`config.mk`:
```
export PLATFORM = sky130hd
export DESIGN_NAME = dvp_frame_capture_flat
export DESIGN_NICKNAME = d
export VERILOG_FILES = /design/src/rtl/dvp_frame_capture_if.sv /design/src/rtl/dvp_frame_capture.sv /design/src/flat_wrapper.sv
export SDC_FILE = /design/constraint.sdc
export NUM_CORES = 1
export LEC_CHECK = 0
export CAP_MARGIN = 20
export CORE_ASPECT_RATIO = 0.8
export CORE_MARGIN = 8
export CORE_UTILIZATION = 40
export DETAILED_ROUTE_END_ITERATION = 8
export MAX_ROUTING_LAYER = met4
export SYNTH_ARGS = -nofsm -noshare
export SYNTH_HDL_FRONTEND = slang
export SYNTH_SLANG_ARGS = --single-unit
```
`constraint.sdc`:
```
create_clock -name i_clk -period 4.9 [get_ports i_clk]
set_clock_uncertainty 0.2 [all_clocks]
set_input_delay 1.47 -clock i_clk [delete_from_list [all_inputs] [get_ports i_clk]]
set_output_delay 1.47 -clock i_clk [all_outputs]
set_load 0.01 [all_outputs]
```
`src/rtl/dvp_frame_capture_if.sv`:
```
// DVP capture bus: camera pins, capture controls and frame-memory write port.
// slave = capture block; master = camera/controller side.
interface dvp_frame_capture_if #(
  parameter int ADDR_WIDTH = 19
);
  logic                  i_pclk;
  logic [7:0]            i_data;
  logic                  i_href;
  logic                  i_vsync;
  logic                  i_enable;
  logic                  i_single_shot;
  logic                  i_decimate;
  logic [11:0]           i_win_x0;
  logic [11:0]           i_win_y0;
  logic [15:0]           o_pixel_data;
  logic                  o_pixel_valid;
  logic                  o_we_memory;
  logic [ADDR_WIDTH-1:0] o_wr_address;
  logic                  o_frame_start;
  logic                  o_frame_done;
  logic                  o_busy;
  logic [7:0]            o_frame_count;
  logic                  o_err_line_len;
  logic                  o_err_frame;

  modport master (
    output i_pclk, i_data, i_href, i_vsync,
    output i_enable, i_single_shot, i_decimate,
    output i_win_x0, i_win_y0,
    input  o_pixel_data, o_pixel_valid,
    input  o_we_memory, o_wr_address,
    input  o_frame_start, o_frame_done,
    input  o_busy, o_frame_count,
    input  o_err_line_len, o_err_frame
  );

  modport slave (
    input  i_pclk, i_data, i_href, i_vsync,
    input  i_enable, i_single_shot, i_decimate,
    input  i_win_x0, i_win_y0,
    output o_pixel_data, o_pixel_valid,
    output o_we_memory, o_wr_address,
    output o_frame_start, o_frame_done,
    output o_busy, o_frame_count,
    output o_err_line_len, o_err_frame
  );
endinterface

```
`src/rtl/dvp_frame_capture.sv`:
```
// DVP camera capture: oversampled sync, pixel assembly, crop/decimate window,
// frame sequencing, counting and geometry error flags.
// Ports: i_clk, i_reset_n (async, active-low), bus (dvp_frame_capture_if.slave).
module dvp_frame_capture #(
  parameter int IMG_WIDTH       = 640,
  parameter int IMG_HEIGHT      = 480,
  parameter int OUT_WIDTH       = 640,
  parameter int OUT_HEIGHT      = 480,
  parameter int BYTES_PER_PIXEL = 2,
  parameter int ADDR_WIDTH      = 19,
  parameter int VSYNC_FILTER    = 16
) (
  input logic                i_clk,
  input logic                i_reset_n,
  dvp_frame_capture_if.slave bus
);

  localparam int VSW = $clog2(VSYNC_FILTER + 1);
  localparam logic [VSW-1:0] VS_MAX = VSW'(VSYNC_FILTER);
  localparam logic [11:0] IMG_W = 12'(IMG_WIDTH);
  localparam logic [11:0] IMG_H = 12'(IMG_HEIGHT);
  localparam logic [13:0] OUT_W = 14'(OUT_WIDTH);
  localparam logic [13:0] OUT_H = 14'(OUT_HEIGHT);
  localparam logic [11:0] SAT = 12'hFFF;
  localparam logic [ADDR_WIDTH-1:0] LAST_ADDR =
    ADDR_WIDTH'(OUT_WIDTH * OUT_HEIGHT - 1);

  typedef enum logic [1:0] {
    IDLE, WAIT_VS, WAIT_FRAME, CAPTURE
  } state_e;

  logic [2:0]            pclk_q;
  logic [2:0]            href_q;
  logic [1:0]            vs_q;
  logic [7:0]            d1_q;
  logic [7:0]            d2_q;
  logic [VSW-1:0]        vs_cnt_q;
  logic                  vs_on_q;
  state_e                state_q;
  logic                  hold_q;
  logic                  phase_q;
  logic [7:0]            hi_q;
  logic [15:0]           pix_q;
  logic                  valid_q;
  logic                  we_q;
  logic [11:0]           x_q;
  logic [11:0]           y_q;
  logic [11:0]           x0_q;
  logic [11:0]           y0_q;
  logic                  dec_q;
  logic [ADDR_WIDTH-1:0] addr_q;
  logic                  full_q;
  logic                  start_q;
  logic                  done_q;
  logic                  err_line_q;
  logic                  err_frame_q;
  logic [7:0]            cnt_q;

  logic pclk_rise, href_rise, href_fall, byte_stb;
  logic vs_on, vs_rise, vs_fall;
  logic phase_eff, pix_done, capturing;
  logic in_x, in_y, we_d;
  logic [13:0] xw, yw, x_lo, y_lo, x_hi, y_hi;

  always_ff @(posedge i_clk or negedge i_reset_n) begin
    if (!i_reset_n) begin
      pclk_q <= '0;
      href_q <= '0;
      vs_q   <= '0;
      d1_q   <= '0;
      d2_q   <= '0;
    end else begin
      pclk_q <= {pclk_q[1:0], bus.i_pclk};
      href_q <= {href_q[1:0], bus.i_href};
      vs_q   <= {vs_q[0], bus.i_vsync};
      d1_q   <= bus.i_data;
      d2_q   <= d1_q;
    end
  end

  assign pclk_rise = pclk_q[1] & ~pclk_q[2];
  assign href_rise = href_q[1] & ~href_q[2];
  assign href_fall = ~href_q[1] & href_q[2];
  assign byte_stb  = pclk_rise & href_q[1];

  assign vs_on   = (vs_cnt_q == VS_MAX);
  assign vs_rise = vs_on & ~vs_on_q;
  assign vs_fall = ~vs_on & vs_on_q;

  // A byte arriving with the href rise starts a fresh pixel.
  assign phase_eff = phase_q & ~href_rise;
  assign pix_done  = byte_stb &
                     ((BYTES_PER_PIXEL == 1) | phase_eff);
  assign capturing = (state_q == CAPTURE);

  assign xw   = {2'b00, x_q};
  assign yw   = {2'b00, y_q};
  assign x_lo = {2'b00, x0_q};
  assign y_lo = {2'b00, y0_q};
  assign x_hi = x_lo + (OUT_W << dec_q);
  assign y_hi = y_lo + (OUT_H << dec_q);

  // Even offset from the origin <=> same LSB as the origin.
  assign in_x = (xw >= x_lo) & (xw < x_hi) &
                (~dec_q | (x_q[0] == x0_q[0]));
  assign in_y = (yw >= y_lo) & (yw < y_hi) &
                (~dec_q | (y_q[0] == y0_q[0]));

  assign we_d = pix_done & capturing & in_x & in_y & ~full_q;

  always_ff @(posedge i_clk or negedge i_reset_n) begin
    if (!i_reset_n) begin
      vs_cnt_q    <= '0;
      vs_on_q     <= 1'b0;
      state_q     <= IDLE;
      hold_q      <= 1'b0;
      phase_q     <= 1'b0;
      hi_q        <= '0;
      pix_q       <= '0;
      valid_q     <= 1'b0;
      we_q        <= 1'b0;
      x_q         <= '0;
      y_q         <= '0;
      x0_q        <= '0;
      y0_q        <= '0;
      dec_q       <= 1'b0;
      addr_q      <= '0;
      full_q      <= 1'b0;
      start_q     <= 1'b0;
      done_q      <= 1'b0;
      err_line_q  <= 1'b0;
      err_frame_q <= 1'b0;
      cnt_q       <= '0;
    end else begin
      if (!vs_q[1]) begin
        vs_cnt_q <= '0;
      end else if (vs_cnt_q != VS_MAX) begin
        vs_cnt_q <= vs_cnt_q + VSW'(1);
      end
      vs_on_q <= vs_on;
      start_q <= 1'b0;
      done_q  <= 1'b0;
      valid_q <= pix_done;
      we_q    <= we_d;

      // Address sticks at the last slot; later pixels are dropped.
      if (we_q) begin
        if (addr_q == LAST_ADDR) begin
          full_q <= 1'b1;
        end else begin
          addr_q <= addr_q + ADDR_WIDTH'(1);
        end
      end

      if (href_rise) begin
        phase_q <= 1'b0;
      end
      if (byte_stb) begin
        if (BYTES_PER_PIXEL == 1) begin
          pix_q <= {8'h00, d2_q};
        end else if (!phase_eff) begin
          hi_q    <= d2_q;
          phase_q <= 1'b1;
        end else begin
          pix_q   <= {hi_q, d2_q};
          phase_q <= 1'b0;
        end
      end

      if (pix_done && x_q != SAT) begin
        x_q <= x_q + 12'd1;
      end

      // Line end: a half-assembled pixel is thrown away.
      if (href_fall) begin
        x_q     <= '0;
        phase_q <= 1'b0;
        if (capturing) begin
          if (x_q != IMG_W) begin
            err_line_q <= 1'b1;
          end
          if (y_q != SAT) begin
            y_q <= y_q + 12'd1;
          end
        end
      end

      unique case (state_q)
        IDLE: begin
          // After a single shot, stay parked until enable is dropped.
          if (!bus.i_enable) begin
            hold_q <= 1'b0;
          end else if (!hold_q) begin
            state_q <= WAIT_VS;
          end
        end
        WAIT_VS: begin
          if (!bus.i_enable) begin
            state_q <= IDLE;
          end else if (vs_on) begin
            state_q <= WAIT_FRAME;
          end
        end
        WAIT_FRAME: begin
          if (!bus.i_enable) begin
            state_q <= IDLE;
          end else if (vs_fall) begin
            state_q     <= CAPTURE;
            start_q     <= 1'b1;
            err_line_q  <= 1'b0;
            err_frame_q <= 1'b0;
            addr_q      <= '0;
            full_q      <= 1'b0;
            x_q         <= '0;
            y_q         <= '0;
            x0_q        <= bus.i_win_x0;
            y0_q        <= bus.i_win_y0;
            dec_q       <= bus.i_decimate;
          end
        end
        CAPTURE: begin
          if (vs_rise) begin
            done_q <= 1'b1;
            cnt_q  <= cnt_q + 8'd1;
            if (y_q != IMG_H) begin
              err_frame_q <= 1'b1;
            end
            if (bus.i_single_shot || !bus.i_enable) begin
              state_q <= IDLE;
              hold_q  <= bus.i_single_shot;
            end else begin
              state_q <= WAIT_FRAME;
            end
          end
        end
      endcase
    end
  end

  assign bus.o_pixel_data   = pix_q;
  assign bus.o_pixel_valid  = valid_q;
  assign bus.o_we_memory    = we_q;
  assign bus.o_wr_address   = addr_q;
  assign bus.o_frame_start  = start_q;
  assign bus.o_frame_done   = done_q;
  assign bus.o_busy         = (state_q != IDLE);
  assign bus.o_frame_count  = cnt_q;
  assign bus.o_err_line_len = err_line_q;
  assign bus.o_err_frame    = err_frame_q;

endmodule
```
`src/flat_wrapper.sv`:
```
// flat-port wrapper written by rule: the top's interface ports become plain ports
module dvp_frame_capture_flat 
#(
  parameter int IMG_WIDTH       = 640,
  parameter int IMG_HEIGHT      = 480,
  parameter int OUT_WIDTH       = 640,
  parameter int OUT_HEIGHT      = 480,
  parameter int BYTES_PER_PIXEL = 2,
  parameter int ADDR_WIDTH      = 19,
  parameter int VSYNC_FILTER    = 16
)
  (i_clk, i_reset_n, bus_i_pclk, bus_i_data, bus_i_href, bus_i_vsync, bus_i_enable, bus_i_single_shot, bus_i_decimate, bus_i_win_x0, bus_i_win_y0, bus_o_pixel_data, bus_o_pixel_valid, bus_o_we_memory, bus_o_wr_address, bus_o_frame_start, bus_o_frame_done, bus_o_busy, bus_o_frame_count, bus_o_err_line_len, bus_o_err_frame);
  dvp_frame_capture_if #(.ADDR_WIDTH(ADDR_WIDTH)) bus_i ();
  input logic i_clk;
  input logic i_reset_n;
  input wire logic [$bits(bus_i.i_pclk)-1:0] bus_i_pclk;
  input wire logic [$bits(bus_i.i_data)-1:0] bus_i_data;
  input wire logic [$bits(bus_i.i_href)-1:0] bus_i_href;
  input wire logic [$bits(bus_i.i_vsync)-1:0] bus_i_vsync;
  input wire logic [$bits(bus_i.i_enable)-1:0] bus_i_enable;
  input wire logic [$bits(bus_i.i_single_shot)-1:0] bus_i_single_shot;
  input wire logic [$bits(bus_i.i_decimate)-1:0] bus_i_decimate;
  input wire logic [$bits(bus_i.i_win_x0)-1:0] bus_i_win_x0;
  input wire logic [$bits(bus_i.i_win_y0)-1:0] bus_i_win_y0;
  output wire logic [$bits(bus_i.o_pixel_data)-1:0] bus_o_pixel_data;
  output wire logic [$bits(bus_i.o_pixel_valid)-1:0] bus_o_pixel_valid;
  output wire logic [$bits(bus_i.o_we_memory)-1:0] bus_o_we_memory;
  output wire logic [$bits(bus_i.o_wr_address)-1:0] bus_o_wr_address;
  output wire logic [$bits(bus_i.o_frame_start)-1:0] bus_o_frame_start;
  output wire logic [$bits(bus_i.o_frame_done)-1:0] bus_o_frame_done;
  output wire logic [$bits(bus_i.o_busy)-1:0] bus_o_busy;
  output wire logic [$bits(bus_i.o_frame_count)-1:0] bus_o_frame_count;
  output wire logic [$bits(bus_i.o_err_line_len)-1:0] bus_o_err_line_len;
  output wire logic [$bits(bus_i.o_err_frame)-1:0] bus_o_err_frame;
  assign bus_i.i_pclk = bus_i_pclk;
  assign bus_i.i_data = bus_i_data;
  assign bus_i.i_href = bus_i_href;
  assign bus_i.i_vsync = bus_i_vsync;
  assign bus_i.i_enable = bus_i_enable;
  assign bus_i.i_single_shot = bus_i_single_shot;
  assign bus_i.i_decimate = bus_i_decimate;
  assign bus_i.i_win_x0 = bus_i_win_x0;
  assign bus_i.i_win_y0 = bus_i_win_y0;
  assign bus_o_pixel_data = bus_i.o_pixel_data;
  assign bus_o_pixel_valid = bus_i.o_pixel_valid;
  assign bus_o_we_memory = bus_i.o_we_memory;
  assign bus_o_wr_address = bus_i.o_wr_address;
  assign bus_o_frame_start = bus_i.o_frame_start;
  assign bus_o_frame_done = bus_i.o_frame_done;
  assign bus_o_busy = bus_i.o_busy;
  assign bus_o_frame_count = bus_i.o_frame_count;
  assign bus_o_err_line_len = bus_i.o_err_line_len;
  assign bus_o_err_frame = bus_i.o_err_frame;
  dvp_frame_capture #(.IMG_WIDTH(IMG_WIDTH), .IMG_HEIGHT(IMG_HEIGHT), .OUT_WIDTH(OUT_WIDTH), .OUT_HEIGHT(OUT_HEIGHT), .BYTES_PER_PIXEL(BYTES_PER_PIXEL), .ADDR_WIDTH(ADDR_WIDTH), .VSYNC_FILTER(VSYNC_FILTER)) u_core (.i_clk(i_clk), .i_reset_n(i_reset_n), .bus(bus_i));
endmodule
```
==> flow_metrics.env, run 1 <==
export IMPL_hold_path_endpoint="u_core.d2_q[7]"
export IMPL_yosys_warnings=0
export IMPL_reg2reg_depth=13
export IMPL_setup_viol=0
export IMPL_p_total_w=0.002815
export IMPL_grt_start_max_net_pins=97
export IMPL_place_congestion=0.8559
export IMPL_area_delta_synth_final_pct=24.79
export IMPL_hp_start="u_core.d1_q[7]"
export IMPL_io_buffers=89
export IMPL_ys_top_cells_by_area="dfrtp_1, ha_1, mux2_2"
export IMPL_fp_dieW_um=163.2
export IMPL_wl_um=15730
export IMPL_syn_nets=736
export IMPL_clock_sinks=141
export IMPL_r2r_slack_ns=1.62
export IMPL_final_layout_size_suffix_gt1_frac=0.09960
export IMPL_slew_violations=0
export IMPL_path_clk_slew_ns=0.07
export IMPL_cts_buffers=17
export IMPL_r2r_end="u_core.bus.o_we_memory"
export IMPL_r2r_start="u_core.dec_q"
export IMPL_hold_violations=0
export IMPL_post_route_period_util=0.6794
export IMPL_fp_row_count=43
export IMPL_h_tree_depth=4
export IMPL_critPathLaunchType="input pin"
export IMPL_synth_edf_count=0
export IMPL_hpwl_um=11030
export IMPL_ios=90
export IMPL_fin_nets=832
export IMPL_peakVddDrop_mv=0.2749
export IMPL_initial_utilization=0.4041
export IMPL_synthArstFlopShare=1.000
export IMPL_grt_pass1_vias=5183
export IMPL_yosysTopAreaCell="dfrtp_1"
export IMPL_synth_seq_cells=141
export IMPL_crit_type="in2reg"
export IMPL_clkLatencyLatePin_ns=0.42
export IMPL_hold_path_cell_count=0
export IMPL_drc_errors=0
export IMPL_die_area_um2=21830
export IMPL_wl_per_cell_um=16.09
export IMPL_slew_limit_headroom=0.3868
export IMPL_grt_util_all_layers=0.1557
export IMPL_final_cells=978
export IMPL_p_per_area_nw_per_um2=325.2
export IMPL_num_antenna_cells=0
export IMPL_finalInstanceArea_um2=8655
export IMPL_setup_tns_ns=0
export IMPL_maxCapViolCount=0
export IMPL_dr_first_iter_drc_count=261
export IMPL_viasPerCell=5.074
export IMPL_drt_first_pass_iters=4
export IMPL_fillers=1551
export IMPL_die_h_um=133.8
export IMPL_grt_overflow=0
export IMPL_root_buffer="clkbuf_16"
export IMPL_rsz0062_at_grt="no"
export IMPL_outcome="finished clean"
export IMPL_max_stage_delay_ns=0.55
export IMPL_finalCriticalPeriod_ns=3.329
export IMPL_ant_nets=0
export IMPL_dpl_cell_area_um2=8054
export IMPL_crit_slowest_cell="inv_2"
export IMPL_grt_pass1_wl_um=26680
export IMPL_antenna_found_initial=0
export IMPL_core_area_um2=17160
export IMPL_postCtsResizedCells=0
export IMPL_path_max_fanout=51
export IMPL_cts_setup_buffers=0
export IMPL_vias=4962
export IMPL_avgSynthCellArea_um2=10.77
export IMPL_syn_cell_area_um2=6935
export IMPL_p_leak_nw=3.916
export IMPL_cp_end_kind="flop"
export IMPL_crit_required_ns=4.99
export IMPL_worstPathArrival_ns=3.42
export IMPL_utilization=0.5043
export IMPL_ys_seq_area_frac=0.5087
export IMPL_synth_cell_types=61
export IMPL_clock_fmax_mhz=300.4
export IMPL_dp_cells=946
export IMPL_cts_max_path_buffers=2
export IMPL_worstMarginPinSlew_ns=0.9078
export IMPL_synth_top_area_frac=0.5087
export IMPL_cts_tree="yes"
export IMPL_hold_path_class="reg2reg"
export IMPL_postCtsHoldBufs=0
export IMPL_path_cells="clkdlybuf4s50_1, and3_1, nand3b_2, inv_2, buf_4, nor2_1"
export IMPL_syn_inst=644
export IMPL_synthFlopType="dfrtp_1"
metrics by stage:
stage	setup slack, ns	hold slack [ns]
6_report	1.571	0.1477
3_5_place_dp	1.140	0.1347
2_1_floorplan	2.170	0.1312
5_1_grt	1.377	0.1572
3_3_place_gp	1.176	0.1326
4_1_cts	1.548	0.1506
power breakdown:
group | leakage (nW) | internal [W] | switching [W]
combinational | 2.03 | 0.000137 | 0.0000881
sequential | 1.60 | 0.00123 | 0.0000425
clock | 0.292 | 0.000771 | 0.000547
critical path, delay by kind of cell:
kind                   cells  cell delay [ns]
buffers and inverters      3             1.49
AND/OR/NAND/NOR            3             0.44
cell usage after synthesis (all sizes together), types with 4 or more instances:
master,n
a211oi,7
a21o,10
a21oi,24
and2,8
and3,10
and4,10
buf,12
dfrtp,141
ha,51
inv,45
mux2,26
nand2,57
nand3,21
nand4,19
nor2,55
nor2b,7
nor3,9
o21ai,35
or3,4
xnor2,25
xor2,27
metal layers:
layer,vias up,track usage,part of all wire
met5,-,-,0
met2,116,0.2113,0.41
met3,17,0.05666,0.063
li1,2441,-,-
met1,2388,0.2127,0.51
met4,0,0.04578,0.014
registers in the layout, summed over array words and instances (netlist names), 2 cells and up:
name	count
u_core.vs_cnt_q	5
u_core.pclk_q	3
u_core.vs_q	2
u_core.y_q	12
u_core.x_q	12
u_core.d2_q	8
u_core.y0_q	12
u_core.x0_q	12
u_core.bus.o_pixel_data	16
u_core.hi_q	8
u_core.d1_q	8
u_core.bus.o_wr_address	19
u_core.href_q	3
u_core.state_q	2
u_core.bus.o_frame_count	8
worst max-delay path by stage:
| stage | from | cells after the start | end |
|---|---|---|---|
| 2_1_floorplan | u_core.dec_q | 13 | u_core.bus.o_we_memory |
| 3_3_place_gp | bus_i_enable | 6 | u_core.y_q[11] |
| 3_5_place_dp | bus_i_enable | 6 | u_core.bus.o_wr_address[4] |
| 4_1_cts | u_core.state_q[1] | 3 | bus_o_busy |
| 5_1_grt | u_core.dec_q | 13 | u_core.bus.o_we_memory |
| 6_report | bus_i_enable | 6 | u_core.bus.o_wr_address[11] |
layout make-up:
class,count,area [um2],area share
multi-input cells,444,3156,0.3646
repair buffers,91,919.6,0.1063
clock buffers,18,429.2,0.04959
clock inverters,14,171.4,0.01981
well taps,225,281.5,0.03253
flip-flops and latches,141,3528,0.4077
inverters,45,168.9,0.01952
layout by cell type, fill, tap and decap left out, types with 2 or more instances in the layout:
cell	n
a211oi_1	7
a21o_1	10
a21oi_1	21
a21oi_2	3
a22o_1	2
a31oi_1	2
and2_1	8
and3_1	8
and3_2	2
and4_1	10
bufinv_16	2
clkbuf_16	17
clkdlybuf4s50_1	88
clkinv_4	3
dfrtp_1	141
ha_1	51
inv_1	43
inv_2	2
inv_6	5
inv_8	3
mux2_2	26
mux2i_1	2
nand2_1	57
nand2b_1	3
nand3_1	20
nand4_1	19
nor2_1	55
nor2b_1	7
nor3_1	7
o2111ai_1	2
o21a_1	3
o21ai_0	35
or3_1	4
or4_1	2
xnor2_1	25
xor2_1	27
logic make-up after synthesis:
group | after synthesis | share of synthesized area
AO/OA/AOI/OAI | 96 | 0.08642
XOR/XNOR | 52 | 0.06567
adder cells (fa/ha/maj) | 52 | 0.09489
buffers and inverters | 59 | 0.03626
flip-flops | 141 | 0.5087
multiplexers | 28 | 0.04510
AND/OR/NAND/NOR | 216 | 0.1629
Note: power is estimated with default switching activity, not from simulation.
==> run 2: changes to the inputs <==
==> constraint.sdc (replaced) <==
create_clock -name i_clk -period 2.74 [get_ports i_clk]
set_clock_uncertainty 0.2 [all_clocks]
set_input_delay 0.822 -clock i_clk [delete_from_list [all_inputs] [get_ports i_clk]]
set_output_delay 0.822 -clock i_clk [all_outputs]
set_load 0.01 [all_outputs]
==> flow_metrics.env, run 2 (synthesis gave the netlist of run 1 again) <==
export IMPL_vias=5036
export IMPL_worstMarginPinSlew_ns=0.6372
export IMPL_clock_fmax_mhz=370.6
export IMPL_cts_buffers=17
export IMPL_grt_overflow=0
export IMPL_hpwl_um=11690
export IMPL_antenna_found_initial=0
export IMPL_ff_latch_area_um2=3531
export IMPL_final_layout_size_suffix_gt1_frac=0.1359
export IMPL_setup_tns_ns=0
export IMPL_maxCapViolCount=0
export IMPL_die_h_um=133.8
export IMPL_finalCriticalPeriod_ns=2.699
export IMPL_grt_pass1_vias=5307
export IMPL_die_area_um2=21830
export IMPL_root_buffer="clkbuf_16"
export IMPL_initial_utilization=0.4041
export IMPL_fillers=1517
export IMPL_fin_nets=844
export IMPL_crit_path_frequent_cell="ha_1"
export IMPL_place_congestion=0.8263
export IMPL_dpl_cell_area_um2=8154
export IMPL_place_ws_ns=-0.1132
export IMPL_drc_errors=0
export IMPL_grt_start_max_net_pins=53
export IMPL_fp_row_count=43
export IMPL_outcome="finished clean"
export IMPL_fp_dieW_um=163.2
export IMPL_finalWorstSetupSlack_ns=0.04144
export IMPL_clkLatencyLatePin_ns=0.42
export IMPL_ant_nets=0
export IMPL_post_route_period_util=0.9849
export IMPL_cp_end_kind="flop"
export IMPL_most_common_layout_cells="dfrtp_1, clkdlybuf4s50_1, nand2_1"
export IMPL_hold_path_class="reg2reg"
export IMPL_path_clk_slew_ns=0.06
export IMPL_cts_tree="yes"
export IMPL_h_tree_depth=4
export IMPL_hold_path_cell_count=0
export IMPL_crit_slowest_cell="dfrtp_1"
export IMPL_grt_util_all_layers=0.1613
export IMPL_grt_pass1_wl_um=27170
export IMPL_viasPerCell=5.087
export IMPL_p_per_area_nw_per_um2=563.8
export IMPL_num_antenna_cells=0
export IMPL_clock_sinks=141
export IMPL_setup_viol=0
export IMPL_crit_required_ns=2.90
export IMPL_peakVddDrop_mv=0.5079
export IMPL_io_buffers=89
export IMPL_path_cells="buf_4, ha_1, a21oi_1, nor2b_1, o21a_1, or2_2, ha_1, a211oi_2, nand2_1, o221ai_2, o2111a_1"
export IMPL_dr_first_iter_drc_count=315
export IMPL_worst_path_buf_inv=1
export IMPL_critPathLaunchType="flop"
export IMPL_crit_type="reg2reg"
export IMPL_cts_max_path_buffers=2
export IMPL_reg2reg_depth=11
export IMPL_hold_violations=0
export IMPL_p_leak_nw=4.000
export IMPL_final_common_cell="dfrtp_1"
export IMPL_slew_limit_headroom=0.5752
export IMPL_drt_first_pass_iters=4
export IMPL_wl_um=16010
export IMPL_slew_violations=0
export IMPL_core_area_um2=17160
export IMPL_max_stage_delay_ns=0.39
export IMPL_whs_ns=0.1457
export IMPL_finalInstanceArea_um2=8861
export IMPL_area_delta_synth_final_pct=27.76
export IMPL_ios=90
export IMPL_largest_reg_flops=19
export IMPL_postCtsHoldBufs=0
export IMPL_rsz0062_at_grt="yes"
export IMPL_p_total_w=0.004996
export IMPL_path_delay_family="compound AO/OA/AOI/OAI gates"
export IMPL_worstPathArrival_ns=2.86
export IMPL_path_depth=11
export IMPL_multiInputGateArea_um2=3247
export IMPL_path_max_fanout=4
export IMPL_wl_per_cell_um=16.17
[run 2: cell types whose count changed in the layout (fill, tap and decap cells not counted), sizes merged]
cell,delta
buf,+12
clkinv,+3
inv,-3
[run 2: path summary, 6_finish.rpt]
| path | start | to | slack [ns] |
|---|---|---|---|
| max in group asynchronous | i_reset_n | u_core.bus.o_wr_address[17] | 1.56 |
| worst min-delay path | u_core.href_q[0] | u_core.href_q[1] | 0.15 |
| worst max register to register | u_core.dec_q | u_core.bus.o_we_memory | 0.04 |
| worst min register to register | u_core.href_q[0] | u_core.href_q[1] | 0.15 |
| worst max-delay path | u_core.dec_q | u_core.bus.o_we_memory | 0.04 |
| min in group asynchronous | i_reset_n | u_core.x0_q[1] | 0.16 |
[run 2: power breakdown]
group	leakage (nW)	switching [W]	internal, W	total (W)
combinational	2.11	0.000161	0.000250	0.000411
clock	0.294	0.000931	0.00138	0.00231
sequential	1.60	0.0000716	0.00220	0.00227
[run 2: repair_timing]
item | CTS | global route
buffers inserted | 1 | 1
gates cloned | 0 | 0
pin swaps | 2 | 5
endpoints found under the setup margin | 1 | 2
gates resized for setup | 5 | 15
[run 2: area by class of cell]
type,instances,area share
Timing Repair Buffer,103,0.1168
Inverter,45,0.01906
Clock inverter,14,0.01793
Multi-Input combinational cell,444,0.3664
Clock buffer,18,0.04956
Tap cell,225,0.03177
Sequential cell,141,0.3985
[run 2: metrics by stage]
step / util / instances
final: 0.5163 / 990
after global routing: 0.5163 / 990
after CTS: 0.5112 / 989
after detailed placement: 0.4751 / 956
after global placement: 0.4751 / 956
after floorplan: - / 644
[run 2: per-layer routing]
layer  vias up  part of all wire  global-route usage
met1      2440              0.49              0.2170
met3        19             0.064             0.05697
met2       116              0.43              0.2211
met5         -                 0                   -
met4         0             0.014             0.05493
li1       2461                 -                   -
==> run 3: changes to the inputs <==
==> constraint.sdc (replaced) <==
create_clock -name i_clk -period 2.9 [get_ports i_clk]
set_clock_uncertainty 0.2 [all_clocks]
set_input_delay 0.87 -clock i_clk [delete_from_list [all_inputs] [get_ports i_clk]]
set_output_delay 0.87 -clock i_clk [all_outputs]
set_load 0.01 [all_outputs]
==> flow_metrics.env, run 3 (synthesis gave the netlist of run 1 again) <==
export IMPL_grt_pass1_wl_um=26670
export IMPL_final_common_cell="dfrtp_1"
export IMPL_dr_first_iter_drc_count=294
export IMPL_rsz0062_at_grt="no"
export IMPL_whs_ns=0.1364
export IMPL_utilization=0.5065
export IMPL_antenna_found_initial=0
export IMPL_fp_dieW_um=163.2
export IMPL_die_area_um2=21830
export IMPL_cts_buffers=17
export IMPL_cts_max_path_buffers=2
export IMPL_clock_fmax_mhz=370.5
export IMPL_p_leak_nw=3.927
export IMPL_grt_overflow=0
export IMPL_p_per_area_nw_per_um2=530.6
export IMPL_grt_pass1_vias=5201
export IMPL_clkLatencyLatePin_ns=0.42
export IMPL_critPathLaunchType="flop"
export IMPL_grt_util_all_layers=0.1564
export IMPL_fin_nets=838
export IMPL_hpwl_um=11250
export IMPL_num_antenna_cells=0
export IMPL_cp_end_kind="output port"
export IMPL_core_area_um2=17160
export IMPL_final_layout_size_suffix_gt1_frac=0.1110
export IMPL_most_common_layout_cells="dfrtp_1, clkdlybuf4s50_1, nand2_1"
export IMPL_p_total_w=0.004613
export IMPL_drc_errors=0
export IMPL_hold_path_class="reg2reg"
export IMPL_clock_sinks=141
export IMPL_initial_utilization=0.4041
export IMPL_cts_setup_buffers=0
export IMPL_path_clk_slew_ns=0.06
export IMPL_worstMarginPinSlew_ns=0.6592
export IMPL_drt_first_pass_iters=4
export IMPL_hold_violations=0
export IMPL_cts_tree="yes"
export IMPL_vias=4918
export IMPL_ant_nets=0
export IMPL_root_buffer="clkbuf_16"
export IMPL_fp_row_count=43
export IMPL_post_route_period_util=0.9307
export IMPL_largest_reg_flops=19
export IMPL_wl_per_cell_um=15.92
export IMPL_slew_violations=0
export IMPL_peakVddDrop_mv=0.3851
export IMPL_place_congestion=0.8205
export IMPL_ios=90
export IMPL_maxCapViolCount=0
export IMPL_finalCriticalPeriod_ns=2.699
export IMPL_crit_type="reg2out"
export IMPL_setup_viol=0
export IMPL_die_h_um=133.8
export IMPL_io_buffers=89
export IMPL_outcome="finished clean"
export IMPL_crit_required_ns=1.83
export IMPL_wl_um=15640
export IMPL_grt_start_max_net_pins=64
export IMPL_area_delta_synth_final_pct=25.35
export IMPL_viasPerCell=5.008
export IMPL_worstPathArrival_ns=1.63
export IMPL_setup_tns_ns=0
export IMPL_path_max_fanout=8
export IMPL_h_tree_depth=4
export IMPL_slew_limit_headroom=0.5491
[run 3: final timing paths]
check,start,to,slack (ns),depth (start not counted)
setup / recovery,u_core.state_q[0],bus_o_busy,0.20,3
hold / removal,u_core.d1_q[2],u_core.d2_q[2],0.14,0
setup reg to reg,u_core.dec_q,u_core.bus.o_we_memory,0.21,13
hold reg to reg,u_core.d1_q[2],u_core.d2_q[2],0.14,0
max in group asynchronous,i_reset_n,u_core.vs_cnt_q[1],1.70,2
min in group asynchronous,i_reset_n,u_core.bus.o_we_memory,0.16,1
[run 3: area by class of cell]
type                    count  area [um2]
clock inverters            13       131.4
fillers                  1519        8469
well taps                 225       281.5
flip-flops and latches    141        3528
inverters                  45       168.9
multi-input cells         444        3168
repair buffers             97       989.7
clock buffers              17       425.4
[run 3: layer usage]
metal / up-vias / track usage / part of all wire
li1: 2440 / - / -
met1: 2351 / 0.2173 / 0.52
met2: 117 / 0.2104 / 0.42
met3: 10 / 0.05574 / 0.060
met4: 0 / 0.04323 / 0.0083
met5: - / - / 0
[run 3: per-stage QoR]
stage | worst slack [ns] | cells | instance area, um2
detailed placement | 0.1252 | 952 | 8124
CTS | 0.1186 | 982 | 8681
floorplan | 0.1696 | 644 | 6935
global route | 0.01146 | 982 | 8693
finish | 0.2008 | 982 | 8693
global placement | 0.1676 | 952 | 8124
[run 3: repair_timing]
item | CTS | global route
endpoints found under the hold margin | 0 | 0
hold buffers | 0 | 0
resized for setup | 0 | 5
setup endpoints to repair | 0 | 1
[run 3: where the power goes]
group | internal [W] | leakage (nW) | switching, W
logic | 0.000234 | 2.06 | 0.000148
clock network | 0.00119 | 0.270 | 0.000890
registers | 0.00208 | 1.60 | 0.0000694
total | 0.00350 | 3.93 | 0.00111
[run 3: critical path: stages (launching register included)]
cell,delay (ns)
dfrtp_1,0.45
nor2_1,0.17
inv_1,0.08
clkdlybuf4s50_1,0.51
